`config.mk`:
```
export PLATFORM = sky130hd
export DESIGN_NAME = spi_slave_regif
export DESIGN_NICKNAME = d
export VERILOG_FILES = /design/src/rtl/spi_slave_regif.sv
export SDC_FILE = /design/constraint.sdc
export NUM_CORES = 1
export LEC_CHECK = 0
export BUFFER_PORTS_ARGS = -buffer_cell sky130_fd_sc_hd__buf_2
export CORE_MARGIN = 4
export CORE_UTILIZATION = 61
export DETAILED_ROUTE_END_ITERATION = 6
export PLACE_DENSITY_LB_ADDON = 0.15
export SYNTH_ARGS = -nofsm -noshare
export SYNTH_HDL_FRONTEND = slang
export SYNTH_SLANG_ARGS = --single-unit
```
`constraint.sdc`:
```
create_clock -name sysclk -period 4.9 [get_ports sysclk]
set_input_delay 0.245 -clock sysclk [delete_from_list [all_inputs] [get_ports sysclk]]
set_output_delay 0.245 -clock sysclk [all_outputs]
set_load 0.03 [all_outputs]
```
`src/rtl/spi_slave_regif.sv`:
```
// SPI mode 0 slave that decodes COMMAND/ADDRESS/PAYLOAD frames into register
// write strobes and register read requests, with read data shifted out on miso.
module spi_slave_regif #(
  parameter int                  CMD_BITS     = 8,
  parameter int                  ADDR_BITS    = 8,
  parameter int                  PAYLOAD_BITS = 8,
  parameter logic [CMD_BITS-1:0] CMD_WRITE    = CMD_BITS'(8'h02),
  parameter logic [CMD_BITS-1:0] CMD_READ     = CMD_BITS'(8'h03)
) (
  input  logic                    sysclk,
  input  logic                    rst_n,
  input  logic                    cs,
  input  logic                    sclk,
  input  logic                    mosi,
  output logic                    miso,
  output logic                    wr_en,
  output logic [ADDR_BITS-1:0]    wr_addr,
  output logic [PAYLOAD_BITS-1:0] wr_data,
  output logic                    rd_req,
  output logic [ADDR_BITS-1:0]    rd_addr,
  input  logic [PAYLOAD_BITS-1:0] rd_data,
  output logic                    busy,
  output logic                    frame_err
);

  localparam int MAX_AB   = (CMD_BITS > ADDR_BITS) ? CMD_BITS : ADDR_BITS;
  localparam int MAX_BITS = (MAX_AB > PAYLOAD_BITS) ? MAX_AB : PAYLOAD_BITS;
  localparam int CNT_W    = $clog2(MAX_BITS + 1);

  typedef enum logic [2:0] {
    S_IDLE, S_COMMAND, S_ADDRESS, S_READ, S_WRITE, S_IGNORE, S_DONE
  } state_t;

  // [0],[1] form the two-flop synchronizer; [2] is the edge-detect history
  logic [2:0] cs_q;
  logic [2:0] sclk_q;
  logic [1:0] mosi_q;

  always_ff @(posedge sysclk or negedge rst_n) begin
    if (!rst_n) begin
      cs_q   <= 3'b111;
      sclk_q <= 3'b000;
      mosi_q <= 2'b00;
    end else begin
      cs_q   <= {cs_q[1:0], cs};
      sclk_q <= {sclk_q[1:0], sclk};
      mosi_q <= {mosi_q[0], mosi};
    end
  end

  logic cs_sync, cs_fall, cs_rise, sclk_rise, sclk_fall, mosi_bit;

  assign cs_sync   = cs_q[1];
  assign cs_fall   = cs_q[2] & ~cs_q[1];
  assign cs_rise   = ~cs_q[2] & cs_q[1];
  assign sclk_rise = sclk_q[1] & ~sclk_q[2] & ~cs_sync;
  assign sclk_fall = ~sclk_q[1] & sclk_q[2] & ~cs_sync;
  assign mosi_bit  = mosi_q[1];

  state_t                  state_q;
  logic [CNT_W-1:0]        bit_cnt_q;
  logic [CMD_BITS-1:0]     cmd_q;
  logic [ADDR_BITS-1:0]    addr_q;
  logic [PAYLOAD_BITS-1:0] data_q;
  logic [PAYLOAD_BITS-1:0] tx_q;
  logic                    load_q;
  logic                    miso_q;
  logic                    wr_en_q;
  logic [ADDR_BITS-1:0]    wr_addr_q;
  logic [PAYLOAD_BITS-1:0] wr_data_q;
  logic                    rd_req_q;
  logic [ADDR_BITS-1:0]    rd_addr_q;
  logic                    busy_q;
  logic                    frame_err_q;

  logic [CMD_BITS-1:0]     cmd_d;
  logic [ADDR_BITS-1:0]    addr_d;
  logic [PAYLOAD_BITS-1:0] data_d;
  logic [CNT_W-1:0]        bit_cnt_inc;

  assign cmd_d       = CMD_BITS'({cmd_q, mosi_bit});
  assign addr_d      = ADDR_BITS'({addr_q, mosi_bit});
  assign data_d      = PAYLOAD_BITS'({data_q, mosi_bit});
  assign bit_cnt_inc = bit_cnt_q + 1'b1;

  always_ff @(posedge sysclk or negedge rst_n) begin
    if (!rst_n) begin
      state_q     <= S_IDLE;
      bit_cnt_q   <= '0;
      cmd_q       <= '0;
      addr_q      <= '0;
      data_q      <= '0;
      tx_q        <= '0;
      load_q      <= 1'b0;
      miso_q      <= 1'b0;
      wr_en_q     <= 1'b0;
      wr_addr_q   <= '0;
      wr_data_q   <= '0;
      rd_req_q    <= 1'b0;
      rd_addr_q   <= '0;
      busy_q      <= 1'b0;
      frame_err_q <= 1'b0;
    end else begin
      wr_en_q     <= 1'b0;
      rd_req_q    <= 1'b0;
      frame_err_q <= 1'b0;
      load_q      <= 1'b0;
      // cs release ends any frame; only an unfinished decodable frame is an error
      if (state_q != S_IDLE && cs_rise) begin
        state_q     <= S_IDLE;
        busy_q      <= 1'b0;
        miso_q      <= 1'b0;
        tx_q        <= '0;
        bit_cnt_q   <= '0;
        frame_err_q <= (state_q != S_IGNORE) && (state_q != S_DONE);
      end else begin
        case (state_q)
          S_IDLE: begin
            if (cs_fall) begin
              state_q   <= S_COMMAND;
              busy_q    <= 1'b1;
              bit_cnt_q <= '0;
              miso_q    <= 1'b0;
            end
          end
          S_COMMAND: begin
            if (sclk_rise) begin
              cmd_q <= cmd_d;
              if (bit_cnt_q == CNT_W'(CMD_BITS - 1)) begin
                bit_cnt_q <= '0;
                state_q   <= S_ADDRESS;
              end else begin
                bit_cnt_q <= bit_cnt_inc;
              end
            end
          end
          S_ADDRESS: begin
            if (sclk_rise) begin
              addr_q <= addr_d;
              if (bit_cnt_q == CNT_W'(ADDR_BITS - 1)) begin
                bit_cnt_q <= '0;
                if (cmd_q == CMD_WRITE) begin
                  state_q <= S_WRITE;
                end else if (cmd_q == CMD_READ) begin
                  state_q   <= S_READ;
                  rd_req_q  <= 1'b1;
                  rd_addr_q <= addr_d;
                end else begin
                  state_q <= S_IGNORE;
                end
              end else begin
                bit_cnt_q <= bit_cnt_inc;
              end
            end
          end
          S_READ: begin
            // rd_data is valid the cycle after rd_req, so capture one cycle later
            if (rd_req_q) begin
              load_q <= 1'b1;
            end
            if (load_q) begin
              tx_q <= rd_data;
            end else if (sclk_fall) begin
              miso_q <= tx_q[PAYLOAD_BITS-1];
              tx_q   <= {tx_q[PAYLOAD_BITS-2:0], 1'b0};
            end
            if (sclk_rise) begin
              if (bit_cnt_q == CNT_W'(PAYLOAD_BITS - 1)) begin
                bit_cnt_q <= '0;
                state_q   <= S_DONE;
                miso_q    <= 1'b0;
              end else begin
                bit_cnt_q <= bit_cnt_inc;
              end
            end
          end
          S_WRITE: begin
            if (sclk_rise) begin
              data_q <= data_d;
              if (bit_cnt_q == CNT_W'(PAYLOAD_BITS - 1)) begin
                bit_cnt_q <= '0;
                state_q   <= S_DONE;
                wr_en_q   <= 1'b1;
                wr_addr_q <= addr_q;
                wr_data_q <= data_d;
              end else begin
                bit_cnt_q <= bit_cnt_inc;
              end
            end
          end
          S_IGNORE, S_DONE: begin
            miso_q <= 1'b0;
          end
          default: begin
            state_q <= S_IDLE;
          end
        endcase
      end
    end
  end

  assign miso      = miso_q;
  assign wr_en     = wr_en_q;
  assign wr_addr   = wr_addr_q;
  assign wr_data   = wr_data_q;
  assign rd_req    = rd_req_q;
  assign rd_addr   = rd_addr_q;
  assign busy      = busy_q;
  assign frame_err = frame_err_q;

endmodule

```
* Word-level counts from Yosys, hierarchy flattened
Index checks and enable logic that the tools add are counted.
Word-level totals: logic and storage cells 118, input port bits 13, bits in latches 0, memories kept 0, bits in writable memories 0, output and inout port bits 29, bits in read-only memories 0, flip-flop bits (word level) 76
Cells by class: bitwise operators 12, shifts and indexed selects 0, div/mod/pow operators 0, reduce and logical (&&, ||, !) cells 23, mux-type cells 44, add/subtract/negate cells 1, order comparisons 0, multiply operators 0, eq/ne operators 20
Operators with widths (count):
- 8-bit 2-to-1 mux | 4
- 3-bit 2-to-1 mux | 10
- 1-bit 2-to-1 mux | 23
- 3-bit inequality test, second input constant | 7
- 8-bit by 2-bit == test with 1-bit output, second input constant | 2
- 4-bit 2-to-1 mux | 4
- 3-bit one-hot mux with 5 select lines | 1
- 3-bit AND reduction | 4
- 3-bit == test, second input constant | 3
- 3-bit by 1-bit inequality test with 1-bit output, second input constant | 3
- 3-bit nonzero test | 3
- 4-bit one-hot mux with 2 select lines | 1
- 8-bit AND reduction | 1
- 1-bit AND | 6
- 3-bit by 2-bit == test with 1-bit output, second input constant | 2
- 1-bit inverter | 6
- 2-bit AND reduction | 3
- 6-bit AND reduction | 1
- 2-bit nonzero test | 3
- 4-bit by 1-bit adder with 4-bit output, second input constant | 1
- 4-bit by 3-bit == test with 1-bit output, second input constant | 1
- 4-bit AND reduction | 1
- 4-bit nonzero test | 1
- 2-bit OR reduction | 2
- other kinds (6) | 7

* Depth between registers and ports, before layout
Gate-level depths: netlist of run 1.
depth in word-level cells 9, gate-level depth with buffers 7, mapped depth without buffers 6

* Worst setup path before layout of run 1
No wires, ideal clock.
kind reg-to-reg, start point reg bit_cnt_q[0], end point reg rd_addr_q[0], in the netlist rd_addr[0], buffers on the path 0, required time 4.775 ns, setup time 0.125 ns, clock period less this slack 1.927 ns, stages on the path, launching flop included 7, setup slack 2.973 ns, data arrival time 1.802 ns, path through dfrtp_1 -> ha_1 -> nand2_1 -> nor4_4 -> nand2_2 -> nor4_4 -> mux2_2
On the way: cells in the longest elaborated chain, start to end 2
Ends and longest elaborated chain:
- from (decl) | line 61 | logic [CNT_W-1:0] bit_cnt_q;
- from (signal assigned) | line 133 | bit_cnt_q <= bit_cnt_inc;
- from (signal assigned) | line 152 | bit_cnt_q <= bit_cnt_inc;
- from (signal assigned) | line 173 | bit_cnt_q <= bit_cnt_inc;
- 4-bit by 3-bit == test with 1-bit output | line 140 | if (bit_cnt_q == CNT_W'(ADDR_BITS - 1)) begin
- 6-bit AND reduction (no line)
- to (signal assigned) | line 147 | rd_addr_q <= addr_d;
- to (decl) | line 72 | logic [ADDR_BITS-1:0] rd_addr_q;
No other way between the ends. A chain may end at the register's enable or synchronous reset.

* Final worst setup path of run 1
start point reg bit_cnt_q[0], end point reg rd_addr_q[3], in the netlist rd_addr[3]
The elaborated chain is that of the path after synthesis.

==> results of run 1 <==
state kept, by name, summed over array words and instances (netlist names):
register	cells
addr_q	8
bit_cnt_q	4
busy	1
cmd_q	8
cs_q	3
data_q	7
frame_err	1
load_q	1
miso	1
mosi_q	2
rd_addr	8
rd_req	1
sclk_q	3
state_q	3
tx_q	8
wr_addr	8
wr_data	8
wr_en	1
cell type report:
cell class	count	area, um^2	area share [%]
well taps	67	83.8	2.31
multi-input cells	145	1170	32.2
flip-flops and latches	76	1910	52.4
inverters	8	30.0	0.826
clock inverters	4	73.8	2.03
repair buffers	44	238	6.54
clock buffers	12	135	3.72
worst max path at each step:
stage                                         from                     end  slack [ns]  depth (start not counted)
after CTS                 bit_cnt_q[0]$_DFFE_PN0P_  rd_addr[3]$_DFFE_PN0P_        2.63                          6
after detailed placement  bit_cnt_q[0]$_DFFE_PN0P_  rd_addr[3]$_DFFE_PN0P_        2.67                          6
after global routing      bit_cnt_q[0]$_DFFE_PN0P_  rd_addr[3]$_DFFE_PN0P_        2.48                          6
after global placement    bit_cnt_q[0]$_DFFE_PN0P_  rd_addr[6]$_DFFE_PN0P_        2.76                          6
final                     bit_cnt_q[0]$_DFFE_PN0P_  rd_addr[3]$_DFFE_PN0P_        2.64                          6
after floorplan           bit_cnt_q[0]$_DFFE_PN0P_  rd_addr[0]$_DFFE_PN0P_        2.97                          6
power groups by stage:
stage,Clock (uW),Combinational (uW),Sequential [uW]
after floorplan,0,141,717
after global placement,0,179,723
after detailed placement,0,184,725
after CTS,517,186,714
after global routing,546,215,721
final,504,185,715
critical path: stages, from the launching register on:
cell and delay, ns:
dfrtp_1 0.39, ha_1 0.22, nand2_1 0.11, nor4_4 0.39, nand2_2 0.14, nor4_4 0.46, mux2_2 0.42
per-stage QoR:
stage,setup slack (ns),power (uW),instances
CTS,2.63,1420,356
finish,2.64,1400,356
global placement,2.76,903,337
floorplan,2.97,858,238
global route,2.48,1480,356
detailed placement,2.67,910,337
synth_stat cells (all sizes together), types with 2 or more instances:
library cell	number	area share, %
o221ai	2	0.56
nor2	10	1.2
mux2	47	17
buf	5	0.80
nor3	2	0.32
or2	2	0.40
inv	8	0.96
a22oi	5	1.2
dfstp	3	2.5
nand2	14	1.8
nand4	3	0.60
o21ai	8	1.3
dfrtp	73	58
nand2b	3	0.84
nor4	3	1.6
o2bb2ai	7	1.9
o31ai	2	0.48
nand3	10	1.8
mux2i	4	1.3
a211oi	2	0.48
clkbuf	4	0.48
a21oi	6	0.96
o41ai	2	0.56
routing by layer:
| metal | vias to the layer above | wire, um | share of wire (%) |
|---|---|---|---|
| li1 | 961 | - | - |
| met1 | 1017 | 2560 | 45 |
| met2 | 47 | 2750 | 49 |
| met3 | 10 | 200 | 3.6 |
| met4 | 0 | 110 | 2.0 |
| met5 | - | 0 | 0 |
cells by family after synthesis:
| family | Yosys count | share of synthesized area, % |
|---|---|---|
| and+or+nand+nor | 53 | 9.71 |
| DFF | 76 | 60.6 |
| AOI/OAI and AO/OA | 40 | 8.95 |
| adders and majority gates | 1 | 0.398 |
| muxes | 51 | 18.1 |
| buffers and inverters | 17 | 2.23 |
==> metrics.txt, run 1 <==
Yosys reg bits 76; FF-to-FF Start bit_cnt_q[0]$_DFFE_PN0P_; Slew @ Worst Pin 0.910 ns; Tcrit/Tclk final 46.1%; FF-to-FF path depth 6; RSZ-0062 raised after global routing no; vias in the first global route 2005; worst path required time 5.12 ns; total congestion overflow 0; met1 Use GR 28.6%; met3 GRT Util 4.06%; Power Internal 1030 uW; RR Endpoint rd_addr[3]$_DFFE_PN0P_; DR pass1 iterations 4; vias per cell 5.72; Gate Count Post-Synth 238; drt initial violations 205; clock skew 0.00787 ns; final hold vios 0; Tmin final 2.26 ns; Max Slew Vio Count 0; Critical Path Start Type flop; fin util 75.0%; Nets 298; # Post-CTS Setup Buffers 0; reg2reg setup slack 2.64 ns; final setup vio count 0; M2 GR Usage 30.4%; register area share after synthesis 60.6%; WL per Instance 15.8 um; Worst Hold Class input port to async pin; Global Route Usage Sum 20.4%; Post-synth EDFFs 0; Area after DPL 3400 um^2; wirelength, routed 5620 um; TritonCTS Buffers 9; Comb power frac 13.2%; antenna-violating nets left 0; Worst Setup End Kind flop; max-cap viol count 0; clk sink count 76; PwrDens 386 nW/um^2; Seq pwr share 50.9%; PortBufs 41; most common cell after layout, fill and taps aside dfrtp_1; Ys Warns 0; VDD IR-drop max 0.000257 V; worst-case clock buffer depth 2; Die ar. 6370 um^2; std cell rows 25; WHS 0.0388 ns; most frequent cells in the layout 73 x dfrtp_1, 47 x mux2_2, 40 x buf_2; NetSw 373 uW; critical path arrival 2.48 ns; synth-to-layout area growth 15.6%; gp weighted congestion 0.862; chip height 79.8 um; first-pass GRT wire length 9830 um; Synth Cell Area 3140 um^2; Mapped Nets 252; Leak Pwr 0.00181 uW; n_diodes 0; layout cells sized above 1 38.1%; most crowded layer after global routing met2; Starting Density 64.9%; Post-DP HPWL 3790 um; WS Path Type flop to flop; Via Count 2035; critical path peak fanout 8; Max Clock Freq 0.443 GHz; clk_lat worst skew 0.34 ns; status complete, no violations; Syn Area/Cell 13.2 um^2; largest net degree at the start of global routing 77; setup_tns 0 ns; clock-pin slew on the worst setup and hold paths 0.08 ns; Top FF cell, synth dfrtp_1; cts-stage hold buffer count 3; Root Driver clkbuf_8; # DRC 0; synth unique cells 40; Max H-tree Level 3; CTS tree yes; switching share of power 26.5%; core area 4850 um^2; post-route design area 3630 um^2; Clock power frac 35.9%; Fillers 315; post-CTS resize count 0; initial antenna violation count 0; async set-reset flop share out of synthesis 100%; DIE WIDTH 79.8 um; Rel. slew slack 38.5%; number of placed I/O pins 42
Note: power is estimated with default switching activity, not from simulation.
==> inputs of run 2 (changes only) <==
- CORE_UTILIZATION: 61 -> 51
- clock period: 4.9 -> 2 ns (I/O delays scaled with it)
==> run 2 against run 1 <==
  * Die area increased by 18%
  * Sequential power increased by 140%
  * Cell count increased by 7.0%
  * Maximum frequency increased by 22%
  * Largest cell class unchanged
==> metrics.txt, run 2 (synthesis results as in run 1) <==
setup_tns 0 ns (unchanged); DR pass1 iterations 5 (+1); std cell rows 28 (+12%); Tmin final 1.85 ns (-0.412 ns); final setup vio count 0 (unchanged); number of placed I/O pins 42 (unchanged); Max Slew Vio Count 0 (unchanged); WL per Instance 15.5 um (-1.8%); DIE WIDTH 86.5 um (+8.4%); critical path peak fanout 8 (unchanged); clk sink count 76 (unchanged); Critical Path Start Type flop; final hold vios 0 (unchanged); Global Route Usage Sum 18.0% (-2.4 points); TritonCTS Buffers 9 (unchanged); RR Endpoint rd_addr[3]$_DFFE_PN0P_; # DRC 0 (unchanged); gp weighted congestion 0.845 (-2.0%); FF-to-FF path depth 7 (+1); Max Clock Freq 0.541 GHz (+22%); wirelength, routed 5910 um (+5.1%); Rel. slew slack 70.7% (+32 points); WS Path Type flop to flop; met3 GRT Util 5.99% (+1.9 points); initial antenna violation count 0 (unchanged); Worst Hold Class input port to flop; Post-Place Setup Slack 0.139 ns (-2.53 ns); worst-case clock buffer depth 2 (unchanged); most used cell, CP nor4_4; CTS tree yes; Leak Pwr 0.00189 uW (+4.3%); reg2reg setup slack 0.15 ns (-2.49 ns); total congestion overflow 0 (unchanged); max-cap viol count 0 (unchanged); clock skew 0.0100 ns (+0.00214 ns); met1 Use GR 24.4% (-4.2 points); n_diodes 0 (unchanged); worst path required time 2.24 ns (-2.88 ns); status complete, no violations; Via Count 2094 (+2.9%); chip height 86.5 um (+8.4%); first-pass GRT wire length 10300 um (+5.2%); clock-pin slew on the worst setup and hold paths 0.08 ns (about the same); VDD IR-drop max 0.000694 V (+170%); most crowded layer after global routing met2; M2 GR Usage 26.4% (-4.0 points); Hold Startpoint rd_data[1]; most common cell after layout, fill and taps aside dfrtp_1; RSZ-0062 raised after global routing no; core area 5960 um^2 (+23%); Tcrit/Tclk final 92.4% (+46 points); Post-DP HPWL 4060 um (+7.2%); most frequent cells in the layout 73 x dfrtp_1, 47 x mux2_2, 40 x buf_2; Worst Setup End Kind flop; drt initial violations 114 (-44%); largest net degree at the start of global routing 49 (-36%); critical path arrival 2.09 ns (-0.39 ns); Hold Path Depth 3; PortBufs 41 (unchanged); layout cells sized above 1 43.1% (+5.1 points); Max stage delay on crit path 0.39 ns (-0.07 ns); synth-to-layout area growth 20.2%; vias in the first global route 2195 (+9.5%); Final WS setup 0.153 ns (-2.49 ns); Die ar. 7490 um^2 (+18%); Worst Hold Path EP tx_q[1]$_DFFE_PN0P_; Slew @ Worst Pin 0.438 ns (-0.472 ns); clk_lat worst skew 0.35 ns (about the same); worst-path cell chain ha_2, nand2_1, nor4_4, nand2_2, nor4_4, buf_4, mux2_2; CP top delay family simple AND/OR/NAND/NOR gates; vias per cell 5.50 (-3.9%); PwrDens 888 nW/um^2 (+130%); Worst path slowest cell dfrtp_1; WP buf/inv 1 (+1); Root Driver clkbuf_8; antenna-violating nets left 0 (unchanged); Starting Density 52.8% (-12 points); FF-to-FF Start bit_cnt_q[0]$_DFFE_PN0P_; Max H-tree Level 3 (unchanged); Nets 315 (+5.7%)
==> run 2: final cells by class <==
cell class | count | area (um^2)
well taps | 75 | 93.8
clock buffers | 11 | 151
clock inverters | 5 | 35.0
inverters | 8 | 30.0
repair buffers | 61 | 380
flip-flops and latches | 76 | 1910
multi-input cells | 145 | 1180
fillers | 497 | 2180
==> run 2: metal layers <==
layer | share of wire [%] | up-vias | wire length, um
met5 | 0 | - | 0
met1 | 46 | 1037 | 2710
met4 | 1.7 | 0 | 98
li1 | - | 998 | -
met2 | 47 | 50 | 2770
met3 | 5.5 | 9 | 323
==> run 2: worst max path at each step <==
stage / depth (start not counted) / start / to / slack (ns)
2_1_floorplan: 6 / bit_cnt_q[0]$_DFFE_PN0P_ / rd_addr[0]$_DFFE_PN0P_ / 0.07
5_1_grt: 7 / bit_cnt_q[0]$_DFFE_PN0P_ / rd_addr[0]$_DFFE_PN0P_ / 0.006
3_3_place_gp: 5 / cs_q[1]$_DFF_PN1_ / bit_cnt_q[3]$_DFFE_PN0P_ / 0.14
3_5_place_dp: 5 / cmd_q[5]$_DFFE_PN0P_ / rd_addr[4]$_DFFE_PN0P_ / 0.14
6_report: 7 / bit_cnt_q[0]$_DFFE_PN0P_ / rd_addr[3]$_DFFE_PN0P_ / 0.15
4_1_cts: 7 / bit_cnt_q[0]$_DFFE_PN0P_ / rd_addr[2]$_DFFE_PN0P_ / 0.13
==> run 2: through the flow <==
step | hold WS, ns | cell area, um^2 | util, % | instances | total power, uW
after CTS | 0.0194 | 3760 | 63.1 | 380 | 3380
after detailed placement | 0.0538 | 3530 | 59.3 | 360 | 2280
after global routing | 0.0239 | 3780 | 63.5 | 381 | 3570
final | 0.0381 | 3780 | 63.5 | 381 | 3360
after global placement | 0.0501 | 3530 | 59.3 | 360 | 2270
after floorplan | -0.196 | 3140 | - | 238 | 2100
==> run 2: repair_timing <==
action / CTS / global route
endpoints found under the hold margin: 31 / 0
setup buffers: 0 / 1
setup endpoints to repair: 0 / 9
hold buffers: 4 / 0
resized for setup: 0 / 3
==> run 2: worst register-to-register path, delay by kind of cell, from the launching register on <==
family	cells	cell delay [ns]
adder cells (fa/ha/maj)	1	0.22
buffers and inverters	1	0.21
flip-flops	1	0.39
multiplexers	1	0.35
AND/OR/NAND/NOR	4	0.56
==> run 2: power breakdown <==
part / switching (uW) / internal, uW / leakage [uW]
logic: 321 / 236 / 0.000762
registers: 76.5 / 1640 / 0.00103
clock network: 562 / 520 / 0.0000957
total: 960 / 2400 / 0.00189
